File: src/rtl/color_palette_mixer_if.sv
`default_nettype none
// +-----------------------------------------------------------------------+
// | color_palette_mixer_if : CPU byte bus into the palette RAM            |
// | Rev 1.0                                                               |
// +-----------------------------------------------------------------------+
interface color_palette_mixer_if #(
    parameter int AW = 6
);
    logic          cpu_we;
    logic          cpu_rd;
    logic [AW-1:0] cpu_addr;
    logic [7:0]    cpu_wdata;
    logic [7:0]    cpu_rdata;
    logic          cpu_rvalid;

    modport master (
        output cpu_we, cpu_rd, cpu_addr, cpu_wdata,
        input  cpu_rdata, cpu_rvalid
    );

    modport slave (
        input  cpu_we, cpu_rd, cpu_addr, cpu_wdata,
        output cpu_rdata, cpu_rvalid
    );
endinterface
`default_nettype wire

File: src/rtl/color_palette_mixer.sv
`default_nettype none
// +-----------------------------------------------------------------------+
// | color_palette_mixer : layer priority, palette lookup, fade, RGB out   |
// | Rev 1.0                                                               |
// +-----------------------------------------------------------------------+
module color_palette_mixer #(
    parameter int LAYERS   = 2,
    parameter int PIX_W    = 4,
    parameter int CH_W     = 3,
    parameter bit INVERT   = 1'b1,
    parameter int FADE_DIV = 4
) (
    input  logic                      clk,
    input  logic                      reset_n,
    input  logic                      pix_ce,
    input  logic [LAYERS*PIX_W-1:0]   pix_idx,
    input  logic                      blank,
    input  logic                      vblank_pulse,
    input  logic                      fade_start,
    input  logic                      fade_dir,
    output logic                      fade_busy,
    output logic [2:0]                bright,
    output logic [3*CH_W-1:0]         rgb_out,
    color_palette_mixer_if.slave      cpu
);
    localparam int ENTRY_W = 3 * CH_W;
    localparam int LW      = $clog2(LAYERS);
    localparam int EA      = LW + PIX_W;
    localparam int DW      = (FADE_DIV > 1) ? $clog2(FADE_DIV) : 1;
    localparam logic [DW-1:0] DIV_LAST = DW'(FADE_DIV - 1);

    typedef enum logic [0:0] {IDLE = 1'b0, RUN = 1'b1} state_t;

    // ---------------- priority resolution ----------------
    logic [EA-1:0] pix_addr_d;
    always_comb begin
        pix_addr_d = {LW'(LAYERS - 1), {PIX_W{1'b0}}};
        // Walk from the lowest priority upward so the lowest opaque layer wins.
        for (int i = LAYERS - 1; i >= 0; i--) begin
            if (pix_idx[i*PIX_W +: PIX_W] != '0)
                pix_addr_d = {LW'(i), pix_idx[i*PIX_W +: PIX_W]};
        end
    end

    // ---------------- CPU side ----------------
    logic [EA-1:0]      cpu_entry;
    logic               cpu_lane;
    logic               commit;
    logic               rd_ok;
    logic [ENTRY_W-1:0] rd_entry;
    logic [7:0]         rdata_d;
    logic [7:0]         latch_q;
    logic [7:0]         rdata_q;
    logic               rvalid_q;

    assign cpu_entry = cpu.cpu_addr[EA:1];
    assign cpu_lane  = cpu.cpu_addr[0];
    assign commit    = cpu.cpu_we & cpu_lane;
    assign rd_ok     = cpu.cpu_rd & ~cpu.cpu_we;

    logic [ENTRY_W-1:0] mem_q [2**EA];
    logic [EA-1:0]      s1_addr_q;
    logic [ENTRY_W-1:0] s2_data_q;

    assign rd_entry = mem_q[cpu_entry];
    assign rdata_d  = cpu_lane ? 8'(rd_entry >> 8) : rd_entry[7:0];

    // Palette storage; the pixel port reads old data on a same-edge commit.
    always_ff @(posedge clk) begin
        if (commit)
            mem_q[cpu_entry] <= {cpu.cpu_wdata[ENTRY_W-9:0], latch_q};
        if (pix_ce)
            s2_data_q <= mem_q[s1_addr_q];
    end

    always_ff @(posedge clk or negedge reset_n) begin
        if (!reset_n) begin
            latch_q  <= '0;
            rdata_q  <= '0;
            rvalid_q <= 1'b0;
        end else begin
            if (cpu.cpu_we && !cpu_lane)
                latch_q <= cpu.cpu_wdata;
            rvalid_q <= rd_ok;
            if (rd_ok)
                rdata_q <= rdata_d;
        end
    end

    assign cpu.cpu_rdata  = rdata_q;
    assign cpu.cpu_rvalid = rvalid_q;

    // ---------------- fade FSM ----------------
    state_t        state_q, state_d;
    logic [2:0]    bright_q, bright_d;
    logic [DW-1:0] div_q, div_d;
    logic          dir_q, dir_d;

    always_comb begin
        state_d  = state_q;
        bright_d = bright_q;
        div_d    = div_q;
        dir_d    = dir_q;
        case (state_q)
            IDLE: begin
                if (fade_start && (bright_q != (fade_dir ? 3'd7 : 3'd0))) begin
                    state_d = RUN;
                    dir_d   = fade_dir;
                    div_d   = '0;
                end
            end
            RUN: begin
                if (vblank_pulse) begin
                    if (div_q == DIV_LAST) begin
                        div_d    = '0;
                        bright_d = dir_q ? bright_q + 3'd1 : bright_q - 3'd1;
                        if (bright_d == (dir_q ? 3'd7 : 3'd0))
                            state_d = IDLE;
                    end else begin
                        div_d = div_q + DW'(1);
                    end
                end
            end
            default: state_d = IDLE;
        endcase
    end

    always_ff @(posedge clk or negedge reset_n) begin
        if (!reset_n) begin
            state_q  <= IDLE;
            bright_q <= 3'd7;
            div_q    <= '0;
            dir_q    <= 1'b0;
        end else begin
            state_q  <= state_d;
            bright_q <= bright_d;
            div_q    <= div_d;
            dir_q    <= dir_d;
        end
    end

    assign fade_busy = (state_q == RUN);
    assign bright    = bright_q;

    // ---------------- pixel pipeline ----------------
    logic               s1_blank_q;
    logic               s2_blank_q;
    logic [ENTRY_W-1:0] rgb_q;
    logic [ENTRY_W-1:0] scaled;
    logic [ENTRY_W-1:0] rgb_d;
    logic [3:0]         gain;

    assign gain = {1'b0, bright_q} + 4'd1;

    for (genvar k = 0; k < 3; k++) begin : g_ch
        logic [CH_W+3:0] prod;
        assign prod = (CH_W+4)'(s2_data_q[k*CH_W +: CH_W]) * (CH_W+4)'(gain);
        assign scaled[k*CH_W +: CH_W] = prod[CH_W+2:3];
    end

    assign rgb_d = (s2_blank_q ? {ENTRY_W{1'b0}} : scaled) ^ {ENTRY_W{INVERT}};

    always_ff @(posedge clk or negedge reset_n) begin
        if (!reset_n) begin
            s1_addr_q  <= '0;
            s1_blank_q <= 1'b1;
            s2_blank_q <= 1'b1;
            rgb_q      <= {ENTRY_W{INVERT}};
        end else if (pix_ce) begin
            s1_addr_q  <= pix_addr_d;
            s1_blank_q <= blank;
            s2_blank_q <= s1_blank_q;
            rgb_q      <= rgb_d;
        end
    end

    assign rgb_out = rgb_q;
endmodule
`default_nettype wire

File: src/flat_wrapper.sv
// flat-port wrapper written by rule: the top's interface ports become plain ports
module color_palette_mixer_flat 
#(
    parameter int LAYERS   = 2,
    parameter int PIX_W    = 4,
    parameter int CH_W     = 3,
    parameter bit INVERT   = 1'b1,
    parameter int FADE_DIV = 4
)
  (clk, reset_n, pix_ce, pix_idx, blank, vblank_pulse, fade_start, fade_dir, fade_busy, bright, rgb_out, cpu_cpu_we, cpu_cpu_rd, cpu_cpu_addr, cpu_cpu_wdata, cpu_cpu_rdata, cpu_cpu_rvalid);
  color_palette_mixer_if #(.AW((6))) cpu_i ();
  input  logic clk;
  input  logic reset_n;
  input  logic pix_ce;
  input  logic [LAYERS*PIX_W-1:0] pix_idx;
  input  logic blank;
  input  logic vblank_pulse;
  input  logic fade_start;
  input  logic fade_dir;
  output logic fade_busy;
  output logic [2:0] bright;
  output logic [3*CH_W-1:0] rgb_out;
  input wire logic [$bits(cpu_i.cpu_we)-1:0] cpu_cpu_we;
  input wire logic [$bits(cpu_i.cpu_rd)-1:0] cpu_cpu_rd;
  input wire logic [$bits(cpu_i.cpu_addr)-1:0] cpu_cpu_addr;
  input wire logic [$bits(cpu_i.cpu_wdata)-1:0] cpu_cpu_wdata;
  output wire logic [$bits(cpu_i.cpu_rdata)-1:0] cpu_cpu_rdata;
  output wire logic [$bits(cpu_i.cpu_rvalid)-1:0] cpu_cpu_rvalid;
  assign cpu_i.cpu_we = cpu_cpu_we;
  assign cpu_i.cpu_rd = cpu_cpu_rd;
  assign cpu_i.cpu_addr = cpu_cpu_addr;
  assign cpu_i.cpu_wdata = cpu_cpu_wdata;
  assign cpu_cpu_rdata = cpu_i.cpu_rdata;
  assign cpu_cpu_rvalid = cpu_i.cpu_rvalid;
  color_palette_mixer #(.LAYERS(LAYERS), .PIX_W(PIX_W), .CH_W(CH_W), .INVERT(INVERT), .FADE_DIV(FADE_DIV)) u_core (.clk(clk), .reset_n(reset_n), .pix_ce(pix_ce), .pix_idx(pix_idx), .blank(blank), .vblank_pulse(vblank_pulse), .fade_start(fade_start), .fade_dir(fade_dir), .fade_busy(fade_busy), .bright(bright), .rgb_out(rgb_out), .cpu(cpu_i));
endmodule
File: config.mk
export PLATFORM = sky130hd
export DESIGN_NAME = color_palette_mixer_flat
export DESIGN_NICKNAME = d
export VERILOG_FILES = /design/src/rtl/color_palette_mixer_if.sv /design/src/rtl/color_palette_mixer.sv /design/src/flat_wrapper.sv
export SDC_FILE = /design/constraint.sdc
export NUM_CORES = 1
export LEC_CHECK = 0
export BUFFER_PORTS_ARGS = -buffer_cell sky130_fd_sc_hd__buf_4
export CORE_AREA = 3 3 165 167
export CTS_BUF_LIST = sky130_fd_sc_hd__clkbuf_2
export DETAILED_ROUTE_END_ITERATION = 12
export DIE_AREA = 0 0 168 170
export GPL_ROUTABILITY_DRIVEN = 0
export MAX_ROUTING_LAYER = met4
export PLACE_DENSITY = 0.78
export SYNTH_ARGS = -nofsm -noshare
export SYNTH_HDL_FRONTEND = slang
export SYNTH_SLANG_ARGS = --single-unit
File: constraint.sdc
create_clock -name clk -period 4 [get_ports clk]
set_input_delay 0.4 -clock clk [delete_from_list [all_inputs] [get_ports clk]]
set_output_delay 0.4 -clock clk [all_outputs]
set_load 0.02 [all_outputs]
## After elaboration in Yosys (flattened, before gate mapping)

Memory sizes are Yosys's and may differ from the RTL's. A register that Yosys moved wholly into a read port is not among the register bits.
Cells that the tools add are included.

- Register bits: 40
- Bits in latches: 0
- Memory bits (writable): 288
- Bits in read-only memories: 0
- Input port bits: 31
- Output and inout port bits: 22
- Word-level logic and storage cells: 55
- Memories kept: 1

- Add/sub/neg operators: 4
- Multiply operators: 3
- Divide/modulo/power cells: 0
- Order comparisons: 0
- Equality and inequality tests: 5
- Shifts and indexed selects: 0
- Mux-type cells: 18
- Bitwise gates (word level): 5
- Reductions and logical operators: 8

Memories:

| name | words | width | read ports | clocked after memory_dff | write ports | line | RTL |
|---|---|---|---|---|---|---|---|
| u_core.mem_q | 32 | 9 | 2 | 1 | 1 | color_palette_mixer.sv:61 | `logic [ENTRY_W-1:0] mem_q [2**EA];` |

Operators with widths:

| kind | count |
|---|---|
| 3-bit by 4-bit multiplier with 6-bit output | 3 |
| 3-bit 2-to-1 mux | 3 |
| 9-bit 2-to-1 mux | 1 |
| 9-bit NOT | 1 |
| 8-bit 2-to-1 mux | 1 |
| 4-bit nonzero test | 2 |
| 1-bit 2-to-1 mux | 6 |
| 2-bit 2-to-1 mux | 3 |
| 5-bit 2-to-1 mux | 1 |
| 3-bit by 1-bit adder with 4-bit output (second input constant) | 1 |
| 4-bit 2-to-1 mux | 1 |
| 2-bit case mux with 2 select lines | 1 |
| 2-bit AND reduction | 2 |
| 3-bit by 1-bit adder with 3-bit output (second input constant) | 1 |
| 3-bit equality test | 1 |
| 3-bit inequality test | 1 |
| 3-bit AND reduction | 1 |
| 3-bit by 1-bit subtractor with 3-bit output (second input constant) | 1 |
| 2-bit by 1-bit adder with 2-bit output (second input constant) | 1 |
| 1-bit AND | 2 |
| 2-bit equality test (second input constant) | 1 |
| 1-bit logical AND | 2 |
| 2-bit by 1-bit inequality test with 1-bit output (second input constant) | 1 |
| 2-bit inequality test (second input constant) | 1 |
| 3 further kinds | 4 |

## Depth between registers and ports, before layout

Gate-level depths: netlist (run 1).

- Depth after elaboration: 7
- Depth in mapped cells: 11
- Mapped depth without buffers: 10

## Least setup slack after synthesis (run 1)

OpenSTA, ideal clock, no wires.

- Path type: register to register
- Start: register u_core.bright_q[0], in the netlist u_core.bright[0]
- End: register u_core.rgb_q[5], in the netlist u_core.rgb_out[5]
- Library setup time: 77 ps
- Arrival: 2775 ps
- Data required time: 3923 ps
- Slack: 1147 ps
- Cell stages (with the launch flop): 12
- Buffers on the path: 2
- Clock period less this slack: 2853 ps
- Cell sequence: dfstp_2 > clkbuf_1 > and3_1 > clkbuf_1 > nand2_1 > fa_1 > inv_1 > ha_1 > nand2_1 > o31ai_1 > xnor2_1 > a31oi_1

- Longest elaborated chain between the ends: 4

RTL lines:

| element | line | RTL |
|---|---|---|
| start: declaration | color_palette_mixer.sv:95 | `logic [2:0] bright_q, bright_d;` |
| start signal: assignment | color_palette_mixer.sv:136 | `bright_q <= bright_d;` |
| 3-bit by 1-bit adder with 4-bit output | color_palette_mixer.sv:153 | `assign gain = {1'b0, bright_q} + 4'd1;` |
| 3-bit by 4-bit multiplier with 6-bit output | color_palette_mixer.sv:157 | `assign prod = (CH_W+4)'(s2_data_q[k*CH_W +: CH_W]) * (CH_W+4)'(gain);` |
| 9-bit 2-to-1 mux | color_palette_mixer.sv:161 | `assign rgb_d = (s2_blank_q ? {ENTRY_W{1'b0}} : scaled) ^ {ENTRY_W{INVERT}};` |
| 9-bit NOT (no line) | n/a |  |
| end signal: assignment | color_palette_mixer.sv:168 | `rgb_q <= {ENTRY_W{INVERT}};` |
| end signal: assignment | color_palette_mixer.sv:173 | `rgb_q <= rgb_d;` |
| end: declaration | color_palette_mixer.sv:148 | `logic [ENTRY_W-1:0] rgb_q;` |

No other way between the ends.
A chain may end at the register's enable or synchronous reset.

## Final worst setup path (run 1)

- Start: register u_core.bright_q[0], in the netlist u_core.bright[0]
- End: register u_core.rgb_q[4], in the netlist u_core.rgb_out[4]

Same word-level chain as after synthesis.

==> summary.txt, run 1 <==
Global route
  – Maximum number of pins on one net before global-route repair: 63
  – Vias in the first global route: about 10k
  – GRT Util Overall: 0.301
  – Wire length of the first global-routing pass: approximately 60,000 microns
  – Initial antenna violation count: 2
  – Total grt overflow: 0

Power and ir drop
  – Portion of total power attributed to the clock network: 0.282
  – Power Internal: between 0.005 and 0.006 W
  – Worst vdd rail ir drop: 0.000343 V
  – Switching part of the total power: 0.295
  – Leakage power total: ~6.2 nW
  – Total power divided by cell area: around 460 nW/um^2
  – Reported net switching power: 0.00242 W
  – Comb pwr share: 0.189
  – Power share of the sequential group: 0.529

CTS
  – Resized cells post-CTS: 0
  – Num CTS Buffers: 83
  – Count of buffers added by post-CTS timing repair for setup: 0
  – TritonCTS clock tree: yes
  – Clock edge transition at the registers on the reported setup and hold paths: 120 ps
  – Level count of the clock H-tree: 3
  – Source-to-sink clock delay at the later pin of the worst-skew pair: between 900 and 1000 ps
  – Sink count of the clock tree: between 300 and 400
  – Clock root buffer: sky130_fd_sc_hd__clkbuf_2
  – Deepest clock path buffer count: 3
  – Total of hold buffers inserted after clock tree synthesis: 29

Timing
  – Setup repair after global routing missed its margin: false
  – Setup skew after layout: 73.9 ps
  – Count of final setup violators: 0
  – Final worst-path cycle share: 0.790
  – Fmax: 316 MHz
  – Worst setup margin: about 840 ps
  – Fin. Hold Viols: 0
  – Pins Over Slew Limit: 0
  – Max-slew headroom at the worst pin: 0.151
  – Slew at the pin with the worst max-slew slack: around 1300 ps
  – Setup TNS after final layout: 0 ps
  – Final critical delay including setup and external delays: 3160 ps
  – Worst hold margin: 47.6 ps

Worst setup path
  – Slowest CP cell: sky130_fd_sc_hd__dfstp_2
  – Ordered list of cells on the worst path: ha_1 -> xor2_1 -> nand2_1 -> fa_1 -> nand3b_1 -> nor2_1 -> fa_1 -> xor2_1 -> a31oi_1
  – Arrival @ worst endpoint: between 3000 and 4000 ps
  – Type of destination of the critical path: register
  – Critical path type: register to register
  – Highest fanout seen on the critical path: 12
  – Internal reg-to-reg setup slack: roughly 840 ps
  – Crit path to: u_core.rgb_out[4]
  – Launch point of the worst path: u_core.bright[0]
  – Worst setup SP type: register
  – Terminus of the critical flop-to-flop path: u_core.rgb_out[4]
  – Beginning of the worst register-to-register path: u_core.bright[0]
  – Delay of the slowest critical-path stage: around 680 ps
  – Worst reg2reg path depth: 9
  – CP required: approximately 4800 ps

Route
  – Routed met3 length: about 4600 microns
  – Routed vias/inst: between 6 and 7
  – Highest metal layer used by the detailed router: met4
  – Total via count after detailed routing: a little under 10k
  – Post-route DRC: 0
  – Antenna violation net count after detailed routing: 0
  – Sum of met2 wire segment lengths after detailed routing: approximately 20,000 microns
  – Post-route met1 wirelength: 14,700 microns
  – Detailed Route Iter0 Violations: between 1k and 1.5k
  – Final WL: between 40,000 and 50,000 microns
  – Post-DR wirelength/cell: 29.0 microns
  – Number of detailed-routing iterations run before antenna repair: 8

Floorplanning
  – Die Span X: 168 microns
  – Area of the die: about 29,000 sq um
  – Height of the die: about 170 microns
  – Initial cell density of the core: 0.613
  – I/O Pins: 53
  – Core Area: 25,900 sq um
  – Row count: 59

Placement
  – Pre-CTS setup slack: 855 ps
  – Count of buffers inserted at the top-level ports: 52
  – Final HPWL from detailed placement: roughly 27,000 microns
  – Number of placed instances with taps included: around 1.2k

Min path
  – Worst min-delay path category: input port to async pin

Synthesis
  – Most used flip-flop cell after synthesis: sky130_fd_sc_hd__edfxtp_1
  – Gate Count Post-Synth: 861
  – Flip-flop and latch count after synthesis: approximately 340
  – Count of flip-flops with a built-in enable after synthesis: about 300
  – Summed instance area of the synthesized netlist: about 16,000 sq um
  – Post-synthesis sequential area ratio: 0.626
  – Fraction of registers with async set/reset: 0.119
  – Yosys Warn Count: 0
  – Number of different library cells in the post-synthesis netlist: slightly above 50
  – Mean Syn Cell Area: 18.4 sq um
  – Synth Net Count: about 910

Status
  – Status: finished, final reports clean

Layout
  – Number of filler instances in the final layout: between 1.5k and 2k
  – Commonest cells after routing, fill and taps aside: sky130_fd_sc_hd__edfxtp_1, sky130_fd_sc_hd__mux4_2, sky130_fd_sc_hd__clkbuf_2
  – Fraction of final layout cells with drive strength greater than 1: 0.393
  – Final #Nets: about 1.1k
  – Post-Layout Cell Count: 1,404
  – Growth of design area from synthesis to finish: 12.1%
  – Leading cell type in the layout, fill and taps excluded: sky130_fd_sc_hd__edfxtp_1

Flow run
  – MaxCap Viol Count: 0
## cells by family (layout without fill, tap and decap cells)
kind of cell / count (synthesis) / in the layout / share of synthesized area
adder cells (fa/ha/maj): 21 / 21 / 0.0213
multiplexers: 190 / 190 / 0.242
flip-flops: 337 / 337 / 0.626
AND/OR/NAND/NOR: 148 / 148 / 0.0458
other: 0 / 2 / 0
AO/OA/AOI/OAI: 77 / 77 / 0.0357
XOR/XNOR: 15 / 15 / 0.00827
buffers and inverters: 73 / 279 / 0.0211
## final cells by class
cell class	instances	area (sq um)	area share
clock buffers	128	641	0.0360
repair buffers	123	1020	0.0574
inverters	14	52.6	0.00295
clock inverters	14	110	0.00619
flip-flops and latches	337	9940	0.559
well taps	335	419	0.0235
multi-input cells	451	5610	0.315
diodes	2	5.00	0.000281
## worst max-delay path: cells and delay by family (launching register included)
kind	cells	cell delay (ps)
fa+ha+maj	3	1190
flops	1	680
xor+xnor	2	660
simple gates	3	360
compound gates	1	160
## state kept, by name, summed over array words and instances (netlist names)
| signal | count |
|---|---|
| u_core.fade_busy | 1 |
| u_core.latch_q | 8 |
| u_core.s2_blank_q | 1 |
| u_core.s1_blank_q | 1 |
| u_core.rgb_out | 9 |
| u_core.bright | 3 |
| u_core.s1_addr_q | 5 |
| u_core.cpu.cpu_rvalid | 1 |
| u_core.cpu.cpu_rdata | 8 |
| u_core.mem_q | 288 |
| u_core.s2_data_q | 9 |
| u_core.div_q | 2 |
| u_core.dir_q | 1 |
## worst min-delay path by stage
stage | from | end | slack (ps) | cells after the start
final | reset_n | u_core.div_q[1] | 50 | 2
after global routing | reset_n | u_core.div_q[1] | 30 | 2
after CTS | reset_n | u_core.div_q[1] | 5 | 2
after detailed placement | reset_n | u_core.cpu.cpu_rdata[7] | 430 | 1
after global placement | reset_n | u_core.cpu.cpu_rdata[6] | 420 | 1
after floorplan | reset_n | u_core.cpu.cpu_rdata[0] | 100 | 0
## synth_stat cells, drive strengths merged (2+ instances only)
library cell | instances | area share
nand3b | 5 | 0.0024
and3 | 2 | 0.00079
nor3b | 4 | 0.0022
clkbuf | 25 | 0.0060
mux2i | 17 | 0.011
a31oi | 9 | 0.0035
nand3 | 9 | 0.0028
a221o | 4 | 0.0025
dfstp | 14 | 0.023
a22oi | 31 | 0.015
edfxtp | 297 | 0.56
nor2 | 51 | 0.012
and2 | 11 | 0.0043
o21ai | 6 | 0.0019
a21oi | 4 | 0.0013
or3 | 6 | 0.0024
nor2b | 2 | 0.00079
xnor2 | 5 | 0.0028
dfrtp | 26 | 0.041
xor2 | 10 | 0.0055
o32ai | 2 | 0.0011
o31ai | 4 | 0.0019
ha | 11 | 0.0087
nand2b | 8 | 0.0032
mux4 | 153 | 0.22
o22ai | 3 | 0.0012
nand4 | 10 | 0.0039
buf | 34 | 0.012
nor3 | 5 | 0.0016
mux2 | 20 | 0.014
fa | 10 | 0.013
nand2 | 31 | 0.0073
inv | 13 | 0.0031
a22o | 7 | 0.0039
## through the flow
step	cell area, sq um	total power [W]	util
floorplan	15900	0.00538	-
global placement	16800	0.00581	0.647
detailed placement	16800	0.00591	0.647
CTS	17800	0.00823	0.687
global route	17800	0.00858	0.687
finish	17800	0.00819	0.687
## power groups by stage
stage | registers, W | clock network (W) | logic [W]
final | 0.00433 | 0.00231 | 0.00155
after CTS | 0.00433 | 0.00234 | 0.00155
after floorplan | 0.00435 | 0 | 0.00104
after global placement | 0.00439 | 0 | 0.00143
after detailed placement | 0.00441 | 0 | 0.00150
after global routing | 0.00436 | 0.00254 | 0.00168
## routing by layer
metal	GRT usage	vias to the layer above
met4	0.141	0
met1	0.399	5008
met2	0.452	697
met5	-	-
li1	-	3923
met3	0.0692	131
(Power assumes the default switching activity.)
==> inputs of run 2 (changes only) <==
--- a/config.mk
+++ b/config.mk
@@ -6,13 +6,13 @@
 export NUM_CORES = 1
 export LEC_CHECK = 0
 export BUFFER_PORTS_ARGS = -buffer_cell sky130_fd_sc_hd__buf_4
-export CORE_AREA = 3 3 165 167
+export CORE_AREA = 3 3 170 172
 export CTS_BUF_LIST = sky130_fd_sc_hd__clkbuf_2
 export DETAILED_ROUTE_END_ITERATION = 12
-export DIE_AREA = 0 0 168 170
+export DIE_AREA = 0 0 173 175
 export GPL_ROUTABILITY_DRIVEN = 0
 export MAX_ROUTING_LAYER = met4
-export PLACE_DENSITY = 0.78
+export PLACE_DENSITY = 0.77
 export SYNTH_ARGS = -nofsm -noshare
 export SYNTH_HDL_FRONTEND = slang
 export SYNTH_SLANG_ARGS = --single-unit
==> constraint.sdc (replaced) <==
create_clock -name clk -period 2.9 [get_ports clk]
set_input_delay 0.29 -clock clk [delete_from_list [all_inputs] [get_ports clk]]
set_output_delay 0.29 -clock clk [all_outputs]
set_load 0.02 [all_outputs]
==> run 2 against run 1 <==
Register-to-register slack lost 660 ps. Routed wire length is 2.5% lower. Sequential share of layout area shrank 1.4 points. First-iteration DRC count is 17% lower. Count of clock-buffer cells in the layout is 6 lower. Non-clock buffer count increased by 33. Cell area grew 2.6%. Largest power group unchanged.
==> summary.txt, run 2 (same netlist as run 1, synthesis figures left out) <==
CTS
  – Sink count of the clock tree: 337 (unchanged)
  – Num CTS Buffers: 85 (was 83)
  – Clock edge transition at the registers on the reported setup and hold paths: 100 ps (was 120 ps)
  – Deepest clock path buffer count: 3 (unchanged)
  – TritonCTS clock tree: yes (unchanged)
  – Source-to-sink clock delay at the later pin of the worst-skew pair: 860 ps (was 910 ps)
  – Level count of the clock H-tree: 3 (unchanged)
  – Clock root buffer: sky130_fd_sc_hd__clkbuf_2 (unchanged)

Flow run
  – MaxCap Viol Count: 0 (unchanged)

Global route
  – Wire length of the first global-routing pass: 59,700 microns (was 61,300 microns)
  – Total grt overflow: 0 (unchanged)
  – Vias in the first global route: 9,822 (was 10.1k)
  – GRT Util Overall: 0.275 (was 0.301)
  – Initial antenna violation count: 1 (was 2)
  – Maximum number of pins on one net before global-route repair: 37 (was 63)

Floorplanning
  – I/O Pins: 53 (unchanged)
  – Row count: 61 (was 59)
  – Height of the die: 175 microns (was 170 microns)
  – Initial cell density of the core: 0.575 (was 0.613)
  – Die Span X: 173 microns (was 168 microns)
  – Area of the die: 30,300 sq um (was 28,600 sq um)
  – Core Area: 27,600 sq um (was 25,900 sq um)

Route
  – Detailed Route Iter0 Violations: 1,013 (was 1,217)
  – Highest metal layer used by the detailed router: met4 (unchanged)
  – Sum of met2 wire segment lengths after detailed routing: 19,300 microns (was 19,500 microns)
  – Post-route met1 wirelength: 15,100 microns (was 14,700 microns)
  – Antenna violation net count after detailed routing: 0 (unchanged)
  – Routed met3 length: 4070 microns (was 4600 microns)
  – Post-DR wirelength/cell: 26.6 microns (was 29.0 microns)
  – Final WL: 39,700 microns (was 40,700 microns)
  – Number of detailed-routing iterations run before antenna repair: 5 (was 8)
  – Routed vias/inst: 6.37 (was 6.95)
  – Total via count after detailed routing: 9,511 (was 9,759)
  – Post-route DRC: 0 (unchanged)

Timing
  – Pins Over Slew Limit: 0 (unchanged)
  – Max-slew headroom at the worst pin: 0.201 (was 0.151)
  – Setup TNS after final layout: 0 ps (unchanged)
  – Slew at the pin with the worst max-slew slack: 1200 ps (was 1270 ps)
  – Final critical delay including setup and external delays: 2720 ps (was 3160 ps)
  – Final worst-path cycle share: 0.937 (was 0.790)
  – Worst hold margin: 80.1 ps (was 47.6 ps)
  – Fin. Hold Viols: 0 (unchanged)
  – Setup skew after layout: 62.0 ps (was 73.9 ps)
  – Count of final setup violators: 0 (unchanged)
  – Setup repair after global routing missed its margin: false (unchanged)
  – Fmax: 368 MHz (was 316 MHz)

Layout
  – Post-Layout Cell Count: 1,492 (was 1,404)
  – Commonest cells after routing, fill and taps aside: sky130_fd_sc_hd__edfxtp_1, sky130_fd_sc_hd__mux4_2, sky130_fd_sc_hd__clkbuf_2 (unchanged)
  – Leading cell type in the layout, fill and taps excluded: sky130_fd_sc_hd__edfxtp_1 (unchanged)
  – Number of filler instances in the final layout: 1,884 (was 1,657)
  – Register with the highest flop count: u_core.mem_q (unchanged)
  – Flip-flop count of the largest register after layout: 288 (unchanged)
  – Fraction of final layout cells with drive strength greater than 1: 0.396 (was 0.393)
  – Final #Nets: 1,097 (was 1,062)
  – Growth of design area from synthesis to finish: 15.0% (was 12.1%)

Worst setup path
  – Worst Path Buf+Inv: 1 (was 0)
  – Type of destination of the critical path: register (unchanged)
  – Critical path type: register to register (unchanged)
  – Delay of the slowest critical-path stage: 600 ps (was 680 ps)
  – Ordered list of cells on the worst path: ha_1 -> xor2_1 -> buf_4 -> nand2_1 -> fa_1 -> nand3b_1 -> nor2_1 -> fa_1 -> xor2_1 -> a31oi_1 (was ha_1 -> xor2_1 -> nand2_1 -> fa_1 -> nand3b_1 -> nor2_1 -> fa_1 -> xor2_1 -> a31oi_1)
  – Slowest CP cell: sky130_fd_sc_hd__dfstp_2 (unchanged)
  – Highest fanout seen on the critical path: 9 (was 12)
  – Arrival @ worst endpoint: 3500 ps (was 3940 ps)
  – WP depth: 10 (was 9)
  – Worst setup SP type: register (unchanged)
  – CP required: 3680 ps (was 4780 ps)
  – Worst reg2reg path depth: 10 (was 9)
  – Crit-path leading delay family: adder cells (unchanged)

Min path
  – Worst min-delay path category: input port to async pin (unchanged)

Placement
  – Final HPWL from detailed placement: 25,800 microns (was 26,600 microns)
  – Number of placed instances with taps included: 1,293 (was 1,231)
  – Count of buffers inserted at the top-level ports: 52 (unchanged)

Power and ir drop
  – Worst vdd rail ir drop: 0.000280 V (was 0.000343 V)
  – Total power divided by cell area: 622 nW/um^2 (was 460 nW/um^2)
  – Leakage power total: 6.38 nW (was 6.18 nW)

Status
  – Status: finished, final reports clean (unchanged)
run 2: changes by cell type in the layout (fill, tap and decap cells not counted), sizes merged:
cell	before	now
clkinv	11	28
clkinvlp	1	3
clkbuf	128	122
inv	14	15
buf	94	119
diode	2	1
bufinv	2	1
dlygate4sd3	29	37
run 2: cell type report:
cell class | instances | area, sq um | share of cell area
diodes | 1 | 2.50 | 0.000137
clock buffers | 122 | 611 | 0.0334
clock inverters | 33 | 165 | 0.00905
inverters | 14 | 52.6 | 0.00288
multi-input cells | 451 | 5600 | 0.307
flip-flops and latches | 337 | 9940 | 0.545
well taps | 378 | 473 | 0.0259
repair buffers | 156 | 1400 | 0.0768
run 2: routing by layer:
metal	vias to the layer above	global-route usage
li1	4012	-
met1	4865	0.364
met2	561	0.411
met3	73	0.0804
met4	0	0.102
met5	-	-
run 2: worst register-to-register path: stages (launching register included):
cell                       delay [ps]
sky130_fd_sc_hd__dfstp_2          600
sky130_fd_sc_hd__ha_1             170
sky130_fd_sc_hd__xor2_1           150
sky130_fd_sc_hd__buf_4            170
sky130_fd_sc_hd__nand2_1           80
sky130_fd_sc_hd__fa_1             540
sky130_fd_sc_hd__nand3b_1         120
sky130_fd_sc_hd__nor2_1            80
sky130_fd_sc_hd__fa_1             440
sky130_fd_sc_hd__xor2_1           170
sky130_fd_sc_hd__a31oi_1          160
run 2: through the flow:
| step | util | setup WS, ps | power, W | cell area, sq um |
|---|---|---|---|---|
| 6_report | 0.661 | 181 | 0.0113 | 18300 |
| 5_1_grt | 0.661 | 7.23 | 0.0120 | 18300 |
| 4_1_cts | 0.659 | 114 | 0.0114 | 18200 |
| 3_5_place_dp | 0.617 | 151 | 0.00821 | 17000 |
| 3_3_place_gp | 0.617 | 208 | 0.00814 | 17000 |
| 2_1_floorplan | - | 47.3 | 0.00743 | 15900 |
run 2: timing repair:
action | 4_1_cts | 5_1_grt
setup endpoints to repair | 0 | 4
hold buffers | 38 | 0
hold endpoints to repair | 126 | 0
resized for setup | 0 | 0
setup buffers | 0 | 5
run 2: power by group:
part | switching (W) | total, W | internal (W)
Combinational | 0.00115 | 0.00227 | 0.00112
Clock | 0.00190 | 0.00313 | 0.00123
Sequential | 0.000333 | 0.00595 | 0.00562
Total | 0.00338 | 0.0113 | 0.00797
run 2: path summary, 6_finish.rpt:
check                                  start  slack (ps)                   to
max in group asynchronous            reset_n        2560    u_core.latch_q[4]
max                         u_core.bright[0]         180    u_core.rgb_out[1]
min in group clk                  cpu_cpu_we         100  u_core.mem_q[19][0]
min reg2reg                u_core.rgb_out[8]         490    u_core.rgb_out[8]
min                                  reset_n          80     u_core.bright[1]
max reg2reg                 u_core.bright[0]         180    u_core.rgb_out[1]
==> inputs of run 3 (changes only) <==
--- a/config.mk
+++ b/config.mk
@@ -6,13 +6,13 @@
 export NUM_CORES = 1
 export LEC_CHECK = 0
 export BUFFER_PORTS_ARGS = -buffer_cell sky130_fd_sc_hd__buf_4
-export CORE_AREA = 3 3 170 172
+export CORE_AREA = 3 3 165 167
 export CTS_BUF_LIST = sky130_fd_sc_hd__clkbuf_2
 export DETAILED_ROUTE_END_ITERATION = 12
-export DIE_AREA = 0 0 173 175
+export DIE_AREA = 0 0 168 170
 export GPL_ROUTABILITY_DRIVEN = 0
 export MAX_ROUTING_LAYER = met4
-export PLACE_DENSITY = 0.77
+export PLACE_DENSITY = 0.78
 export SYNTH_ARGS = -nofsm -noshare
 export SYNTH_HDL_FRONTEND = slang
 export SYNTH_SLANG_ARGS = --single-unit
==> constraint.sdc (replaced) <==
create_clock -name clk -period 2.7 [get_ports clk]
set_input_delay 0.27 -clock clk [delete_from_list [all_inputs] [get_ports clk]]
set_output_delay 0.27 -clock clk [all_outputs]
set_load 0.02 [all_outputs]
==> run 3 against run 2 <==
Via count grew 4.0%. Flip-flop and latch count unchanged. Sequential share of layout area is 0.088 points lower. Non-clock buffer count increased by 1. Largest power group unchanged. Count of clock-buffer cells in the layout fell by 6. First-iteration DRC count rose by 41%. Cell area is 0.14% higher.
==> summary.txt, run 3 (same netlist as run 1, synthesis figures left out) <==
Route
  – Final WL: 41,800 microns (was 39,700 microns)
  – Post-DR wirelength/cell: 29.1 microns (was 26.6 microns)
  – Antenna violation net count after detailed routing: 0 (unchanged)
  – Post-route DRC: 0 (unchanged)
  – Total via count after detailed routing: 9,888 (was 9,511)
  – Routed vias/inst: 6.89 (was 6.37)
  – Number of detailed-routing iterations run before antenna repair: 6 (was 5)
  – Detailed Route Iter0 Violations: 1,425 (was 1,013)

CTS
  – TritonCTS clock tree: yes (unchanged)
  – Clock edge transition at the registers on the reported setup and hold paths: 100 ps (about the same)
  – Source-to-sink clock delay at the later pin of the worst-skew pair: 890 ps (was 860 ps)
  – Sink count of the clock tree: 337 (unchanged)
  – Clock root buffer: sky130_fd_sc_hd__clkbuf_2 (unchanged)
  – Num CTS Buffers: 83 (was 85)
  – Level count of the clock H-tree: 3 (unchanged)
  – Deepest clock path buffer count: 3 (unchanged)

Min path
  – Worst min-delay path category: input port to register (was input port to async pin)

Worst setup path
  – Critical path type: register to register (unchanged)
  – Arrival @ worst endpoint: 3460 ps (was 3500 ps)
  – Highest fanout seen on the critical path: 8 (was 9)
  – Worst setup SP type: register (unchanged)
  – Type of destination of the critical path: register (unchanged)
  – CP required: 3510 ps (was 3680 ps)

Placement
  – Number of placed instances with taps included: 1,250 (was 1,293)
  – Pre-CTS setup slack: -77.0 ps (was 151 ps)
  – Final HPWL from detailed placement: 27,200 microns (was 25,800 microns)
  – Count of buffers inserted at the top-level ports: 52 (unchanged)

Floorplanning
  – Die Span X: 168 microns (was 173 microns)
  – Core Area: 25,900 sq um (was 27,600 sq um)
  – Area of the die: 28,600 sq um (was 30,300 sq um)
  – Height of the die: 170 microns (was 175 microns)
  – I/O Pins: 53 (unchanged)
  – Row count: 59 (was 61)
  – Initial cell density of the core: 0.613 (was 0.575)

Power and ir drop
  – Reported net switching power: 0.00387 W (was 0.00338 W)
  – Leakage power total: 6.34 nW (was 6.38 nW)
  – Power Internal: 0.00871 W (was 0.00797 W)
  – Power share of the sequential group: 0.507 (was 0.525)
  – Portion of total power attributed to the clock network: 0.258 (was 0.276)
  – Total power divided by cell area: 688 nW/um^2 (was 622 nW/um^2)
  – Worst vdd rail ir drop: 0.000703 V (was 0.000280 V)
  – Comb pwr share: 0.235 (was 0.200)
  – Switching part of the total power: 0.308 (was 0.298)

Flow run
  – MaxCap Viol Count: 0 (unchanged)

Timing
  – Pins Over Slew Limit: 0 (unchanged)
  – Final worst-path cycle share: 0.982 (was 0.937)
  – Final critical delay including setup and external delays: 2650 ps (was 2720 ps)
  – Worst setup margin: 48.2 ps (was 181 ps)
  – Max-slew headroom at the worst pin: 0.228 (was 0.201)
  – Count of final setup violators: 0 (unchanged)
  – Fin. Hold Viols: 0 (unchanged)
  – Setup skew after layout: 73.9 ps (was 62.0 ps)
  – Setup TNS after final layout: 0 ps (unchanged)
  – Fmax: 377 MHz (was 368 MHz)
  – Worst hold margin: 74.7 ps (was 80.1 ps)
  – Slew at the pin with the worst max-slew slack: 1160 ps (was 1200 ps)
  – Setup repair after global routing missed its margin: true (was false)

Global route
  – Wire length of the first global-routing pass: 62,300 microns (was 59,700 microns)
  – GRT Util Overall: 0.304 (was 0.275)
  – Busiest layer in global routing: met2 (unchanged)
  – Total grt overflow: 0 (unchanged)
  – Met3 layer usage reported by global route: 0.0678 (was 0.0804)
  – Met2 usage: 0.470 (was 0.411)
  – Vias in the first global route: 10.2k (was 9,822)
  – Initial antenna violation count: 2 (was 1)
  – GR Util met1: 0.402 (was 0.364)
  – Maximum number of pins on one net before global-route repair: 37 (unchanged)

Layout
  – Flip-flop count of the largest register after layout: 288 (unchanged)
  – Commonest cells after routing, fill and taps aside: sky130_fd_sc_hd__edfxtp_1, sky130_fd_sc_hd__mux4_2, sky130_fd_sc_hd__clkbuf_2 (unchanged)
  – Final #Nets: 1,096 (was 1,097)
  – Core occupancy in the finished layout: 0.705 (was 0.661)
  – Leading cell type in the layout, fill and taps excluded: sky130_fd_sc_hd__edfxtp_1 (unchanged)
  – Fraction of final layout cells with drive strength greater than 1: 0.424 (was 0.396)
  – Register with the highest flop count: u_core.mem_q (unchanged)
  – Growth of design area from synthesis to finish: 15.1% (was 15.0%)
  – Post-Layout Cell Count: 1,435 (was 1,492)

Status
  – Status: finished, final reports clean (unchanged)
## run 3: metal layers
layer,wire [microns],vias to the layer above,share of wire
met3,4590,127,0.11
met4,1770,0,0.042
met1,14900,5043,0.36
li1,-,3994,-
met2,20500,724,0.49
met5,0,-,0
## run 3: through the flow
step           power, W  area (sq um)
2_1_floorplan   0.00802         15900
6_report         0.0126         18300
3_3_place_gp    0.00872         17000
5_1_grt          0.0132         18300
3_5_place_dp    0.00891         17000
4_1_cts          0.0122         18100
## run 3: final timing paths
kind,startpoint,end,slack (ps),depth (start not counted)
setup reg to reg,u_core.bright[0],u_core.rgb_out[3],50,8
setup / recovery,u_core.bright[0],u_core.rgb_out[3],50,8
max in group asynchronous,reset_n,u_core.latch_q[5],1910,4
hold / removal,cpu_cpu_addr[5],u_core.mem_q[24][8],70,3
min in group asynchronous,reset_n,u_core.s2_blank_q,550,3
hold reg to reg,u_core.rgb_out[5],u_core.rgb_out[5],510,2
## run 3: cell type report
cell class / count / area, sq um
inverters: 14 / 52.6
fillers: 1587 / 7630
clock inverters: 23 / 121
clock buffers: 116 / 581
multi-input cells: 451 / 5760
diodes: 2 / 5.00
repair buffers: 157 / 1400
flip-flops and latches: 337 / 9940
well taps: 335 / 419
## run 3: worst max-delay path: stages, from the launching register on
cell and delay [ps]:
sky130_fd_sc_hd__dfstp_2 570, sky130_fd_sc_hd__ha_4 150, sky130_fd_sc_hd__xor2_4 310, sky130_fd_sc_hd__nand2_2 90
sky130_fd_sc_hd__fa_1 460, sky130_fd_sc_hd__nand3b_1 230, sky130_fd_sc_hd__nor2_2 150, sky130_fd_sc_hd__fa_2 480
sky130_fd_sc_hd__a31oi_4 140
## run 3: repair_timing
item,in CTS,in global routing
endpoints found under the setup margin,5,10
resized for setup,6,27
endpoints found under the hold margin,123,0
hold buffers,37,0
pin swaps,1,32
setup buffers,1,6
## run 3: power groups by stage
stage	clock network (W)	logic (W)	registers [W]
5_1_grt	0.00358	0.00317	0.00641
4_1_cts	0.00328	0.00256	0.00637
3_5_place_dp	0	0.00243	0.00648
3_3_place_gp	0	0.00228	0.00644
6_report	0.00324	0.00296	0.00638
2_1_floorplan	0	0.00157	0.00644
